--- config.mk ---
export PLATFORM = sky130hd
export DESIGN_NAME = cardinal_input_buffer
export DESIGN_NICKNAME = d
export VERILOG_FILES = /design/src/rtl/cardinal_pkg.sv /design/src/rtl/cardinal_vc_slot.sv /design/src/rtl/cardinal_input_buffer.sv
export SDC_FILE = /design/constraint.sdc
export NUM_CORES = 1
export LEC_CHECK = 0
export ABC_AREA = 1
export BUFFER_PORTS_ARGS = -buffer_cell sky130_fd_sc_hd__buf_4
export CORE_MARGIN = 2
export CORE_UTILIZATION = 40
export DETAILED_ROUTE_END_ITERATION = 8
export GPL_ROUTABILITY_DRIVEN = 0
export HOLD_SLACK_MARGIN = 0.03
export PLACE_DENSITY = 0.65
export SYNTH_ARGS = -nofsm -noshare
export SYNTH_HDL_FRONTEND = slang
export SYNTH_SLANG_ARGS = --single-unit
--- constraint.sdc ---
create_clock -name clk -period 4.8 [get_ports clk]
set_clock_uncertainty 0.15 [all_clocks]
set_input_delay 0.72 -clock clk [delete_from_list [all_inputs] [get_ports clk]]
set_output_delay 0.72 -clock clk [all_outputs]
set_load 0.02 [all_outputs]
--- src/rtl/cardinal_pkg.sv ---
// cardinal_pkg
// Shared definitions for the cardinal input buffer: packet field positions,
// the default packet width, the virtual-channel slot state encoding and the
// hop-count decrement helper.
package cardinal_pkg;

    localparam int DATA_W_DEF = 64;

    // Packet field positions
    localparam int VC_BIT  = 63;  // virtual-channel tag, carried but never decoded
    localparam int DIR_BIT = 62;  // direction bit, carried unmodified
    localparam int HOP_MSB = 55;
    localparam int HOP_LSB = 48;
    localparam int HOP_W   = HOP_MSB - HOP_LSB + 1;

    typedef enum logic {
        SLOT_EMPTY = 1'b0,
        SLOT_FULL  = 1'b1
    } slot_state_e;

    // Hop count decrement that sticks at zero instead of wrapping.
    function automatic logic [HOP_W-1:0] hop_dec(input logic [HOP_W-1:0] hop);
        return (hop == '0) ? '0 : hop - HOP_W'(1);
    endfunction

endpackage

--- src/rtl/cardinal_vc_slot.sv ---
// cardinal_vc_slot
// One-entry virtual-channel slot: EMPTY or FULL plus one packet register.
// Ports:
//   clk, reset        - clock, asynchronous active-high reset
//   wr_en, wr_data    - capture wr_data and go FULL
//   rd_en             - release the packet and go EMPTY
//   full, data        - current occupancy and stored packet
module cardinal_vc_slot
    import cardinal_pkg::*;
#(
    parameter int DATA_W = DATA_W_DEF
) (
    input  logic              clk,
    input  logic              reset,
    input  logic              wr_en,
    input  logic [DATA_W-1:0] wr_data,
    input  logic              rd_en,
    output logic              full,
    output logic [DATA_W-1:0] data
);

    slot_state_e       state_q, state_d;
    logic [DATA_W-1:0] data_q, data_d;

    // The top never writes and reads the same slot on one edge; write wins
    // here only so the slot is well defined in isolation.
    always_comb begin
        // NOTE: every always_comb output gets a default first, so no latch is inferred.
        state_d = state_q;
        data_d  = data_q;
        if (wr_en) begin
            state_d = SLOT_FULL;
            data_d  = wr_data;
        end else if (rd_en) begin
            state_d = SLOT_EMPTY;
        end
    end

    always_ff @(posedge clk or posedge reset) begin
        if (reset) begin
            state_q <= SLOT_EMPTY;
            // NOTE: the packet register is cleared on reset too, so a discarded packet leaves no trace.
            data_q  <= '0;
        end else begin
            // NOTE: non-blocking assignments so every flop samples pre-edge values.
            state_q <= state_d;
            data_q  <= data_d;
        end
    end

    assign full = (state_q == SLOT_FULL);
    assign data = data_q;

endmodule

--- src/rtl/cardinal_input_buffer.sv ---
// cardinal_input_buffer
// Router input buffer with two one-entry virtual-channel slots (VC0 even,
// VC1 odd). The network-wide polarity picks the slot written from upstream
// and the slot presented to the crossbar; they are always different, so a
// write and a read on the same edge never collide.
// Optional feature: define CARDINAL_HOPDEC_EN to decrement the hop field
// (saturating at zero) as a packet is captured.
// Ports:
//   clk, reset               - clock, asynchronous active-high reset
//   in_si, in_ri, in_di      - upstream strobe, ready, packet
//   out_so, out_ro, out_do   - crossbar valid, ready, packet (zero when idle)
//   polarity                 - 0: write VC0 / read VC1, 1: write VC1 / read VC0
//   stall_cnt                - saturating count of refused upstream strobes
module cardinal_input_buffer
    import cardinal_pkg::*;
#(
    parameter int DATA_W = DATA_W_DEF,
    parameter int CNT_W  = 16
) (
    input  logic              clk,
    input  logic              reset,
    input  logic              in_si,
    output logic              in_ri,
    input  logic [DATA_W-1:0] in_di,
    output logic              out_so,
    input  logic              out_ro,
    output logic [DATA_W-1:0] out_do,
    input  logic              polarity,
    output logic [CNT_W-1:0]  stall_cnt
);

    logic              slot_full [2];
    logic [DATA_W-1:0] slot_data [2];
    logic [1:0]        slot_wr_en, slot_rd_en;
    logic [DATA_W-1:0] cap_data;
    logic              wr_vc, rd_vc;
    logic [CNT_W-1:0]  stall_q, stall_d;

    // Slot selection depends only on polarity, never on the packet's VC tag.
    assign wr_vc = polarity;
    assign rd_vc = ~polarity;

    assign in_ri  = ~slot_full[wr_vc];
    assign out_so = slot_full[rd_vc];
    assign out_do = out_so ? slot_data[rd_vc] : '0;

    always_comb begin
        slot_wr_en        = '0;
        slot_rd_en        = '0;
        slot_wr_en[wr_vc] = in_si & in_ri;
        slot_rd_en[rd_vc] = out_so & out_ro;
    end

    always_comb begin
        cap_data = in_di;
`ifdef CARDINAL_HOPDEC_EN
        cap_data[HOP_MSB:HOP_LSB] = hop_dec(in_di[HOP_MSB:HOP_LSB]);
`endif
    end

    // Count refused strobes, holding at all-ones.
    always_comb begin
        stall_d = stall_q;
        if (in_si && !in_ri && (stall_q != '1)) begin
            stall_d = stall_q + CNT_W'(1);
        end
    end

    always_ff @(posedge clk or posedge reset) begin
        if (reset) begin
            stall_q <= '0;
        end else begin
            stall_q <= stall_d;
        end
    end

    assign stall_cnt = stall_q;

    cardinal_vc_slot #(.DATA_W(DATA_W)) u_vc0 (
        .clk     (clk),
        .reset   (reset),
        .wr_en   (slot_wr_en[0]),
        .wr_data (cap_data),
        .rd_en   (slot_rd_en[0]),
        .full    (slot_full[0]),
        .data    (slot_data[0])
    );

    cardinal_vc_slot #(.DATA_W(DATA_W)) u_vc1 (
        .clk     (clk),
        .reset   (reset),
        .wr_en   (slot_wr_en[1]),
        .wr_data (cap_data),
        .rd_en   (slot_rd_en[1]),
        .full    (slot_full[1]),
        .data    (slot_data[1])
    );

endmodule

==> impl_metrics.yaml <==
outcome:
  status: "finished, final reports clean"
cts:
  cts_tree: "done"
  numClockSinks: 146
  cts_buffers: 17
  holdBufCountCts: 0
  cts-root-buf: "clkbuf_16"
  path_clk_slew_ps: 50
  cts_buffer_depth: 2
  cts_resized: 0
  cts_setup_buffers: 0
  cts_max_level: 4
  clk_latency_ps: 420
critical_path:
  slowest_stage: "inv_2"
  slowest_delay_ps: 470
  end_kind: "output pin"
  cp.required_ps: 3930
  arrival_ps: 2200
  cp_cell_sequence: "buf_4 > inv_2 > buf_4 > nand2_1 > nand2_1 > nand2_1 > inv_1 > buf_4"
  cp-start-kind: "primary input"
  criticalPathCategory: "in2out"
  path_max_fanout: 27
sta:
  min_period_ps: 3070
  slew_viol_final: 0
  tightestPinTransition_ps: 881
  timing.fmax_mhz: 326
  tns_ps: 0
  min_period_over_period: 0.640
  hold_viol: 0
  rsz0062_at_grt: "no"
  setup_viol: 0
  whs_ps: 321
  max-slew-margin-rel: 0.412
  layout_setup_ws_ps: 1730
synth:
  synth_cell_types: 22
  ys_seq_area_frac: 0.510
  async_reset_ff_frac: 1.00
  synth_top_area_share: 0.510
  syn_inst: 986
  synthTopCellsByArea: "dfrtp_1 51%, nand2_1 24%, o21ai_0 7.9%"
  postSynthAreaPerCell_um2: 7.26
  synth_area_um2: 7160
  synthMostInstantiatedCell: "nand2_1"
  synth_edf_count: 0
  syn-num-nets: 1056
  yosys_warnings: 0
  yosys.area.top_type: "dfrtp_1"
  synth_common_cells: "454 x nand2_1, 149 x inv_1, 146 x dfrtp_1"
  synth_flop_cell: "dfrtp_1"
  ys_ff_latch: 146
job:
  drv_cap: 0
finish:
  diodes: 0
  final_core_util: 0.524
  drive_above_1_share: 0.184
  areaGrowthSynthToFinish_pct: 27.6
  stdcell_count: 1352
  nets: 1184
routing:
  drt_wl_total_um: 17100
  vias_per_cell: 4.61
  vias: 6228
  firstDrtPassIters: 5
  drtIter0Drc: 385
  wl_per_cell_um: 12.6
  ant_nets: 0
  route.detailed.drc: 0
global_routing:
  grt_max_degree: 99
  met2_usage: 0.324
  grt_first_pass_wirelength_um: 28300
  grt_util_all_layers: 0.191
  gr-usage-met1: 0.245
  use_met3: 0.0416
  top_usage_layer: "met2"
  grt_overflow: 0
  antenna_found_initial: 0
  grt_pass1_vias: 5755
place:
  dp_cells: 1320
  pre_cts_slack_ps: 1700
  dp_hpwl_um: 11400
  io_buffers: 150
power:
  pwr_density_cell_nw_per_um2: 467
  leakagePower_nw: 5.35
  vdd_drop_max_v: 0.000262
floorplanning:
  core_area_um2: 17400
  die_area_um2: 19000
  ios: 151
  num_rows: 48
  die_x_um: 138
  die_h_um: 138
  start_util: 0.411
min_path:
  hold_path_class: "reg2reg"
## cells in the final DEF, fill, tap and decap left out
master	netlist	final
nand3_1	12	10
clkbuf_1	13	2
inv_1	149	148
o21ai_2	3	3
clkbuf_8	0	3
o21ai_4	0	1
nand3_2	1	1
nor2_2	4	4
nand3_4	0	2
bufinv_16	0	6
inv_2	1	1
o21bai_4	1	1
o21ai_0	113	113
o21ai_1	19	18
inv_6	0	1
clkinv_2	0	3
nand4_1	7	7
ha_1	1	1
buf_4	1	159
xor2_1	3	3
nand2_1	454	454
buf_12	0	2
xnor2_1	3	3
nand2_2	2	2
clkbuf_16	0	17
dfrtp_1	146	146
nor2_1	15	15
clkinvlp_4	0	1
## sequential cells by signal (all words and copies together), names as in the netlist
name and cells:
u_vc0.data 64, u_vc1.data 64, stall_cnt 16, u_vc0.full 1
u_vc1.full 1
## through the flow
step                      instance area [um2]  total power (W)
after floorplan                          7160          0.00241
after global placement                   8460          0.00276
after detailed placement                 8460          0.00279
after CTS                                9130          0.00432
after global routing                     9130          0.00455
final                                    9130          0.00427
## critical path: cells and delay by family
| family | cells | cell delay [ps] |
|---|---|---|
| buffers and inverters | 5 | 1250 |
| AND/OR/NAND/NOR | 3 | 200 |
## cell families after synthesis
kind of cell    after synthesis  share of synthesized area
flops                       146                      0.510
fa+ha+maj                     1                    0.00175
compound gates              136                     0.0986
simple gates                495                      0.267
buf+inv                     202                      0.115
xor+xnor                      6                    0.00734
## final timing paths
path	startpoint	to	slack, ps	cells past startpoint
min reg2reg	u_vc1.full	u_vc1.full	320	2
max	polarity	out_do[30]	1730	8
min	u_vc1.full	u_vc1.full	320	2
max reg2reg	u_vc1.full	u_vc1.data[1]	2900	5
max in group asynchronous	reset	u_vc0.data[61]	3250	3
min in group asynchronous	reset	u_vc1.data[1]	340	2
## cell type report
type | count | area [um2]
fillers | 1791 | 8280
multi-input cells | 638 | 2720
repair buffers | 161 | 1230
flip-flops and latches | 146 | 3650
clock buffers | 22 | 474
inverters | 150 | 568
well taps | 225 | 282
clock inverters | 10 | 203
## report_power, final
| group | internal [W] | leakage, nW | switching, W | total [W] |
|---|---|---|---|---|
| clock network | 0.00101 | 0.330 | 0.000496 | 0.00151 |
| registers | 0.00154 | 1.83 | 0.000187 | 0.00173 |
| logic | 0.000419 | 3.19 | 0.000610 | 0.00103 |
| total | 0.00298 | 5.35 | 0.00129 | 0.00427 |
## per-layer routing
metal  wire (um)  up-vias
met2        8330      119
met1        7750     2879
met5           0        -
met4         201        0
met3         797       17
li1            -     3213
Note: power is estimated with default switching activity, not from simulation.
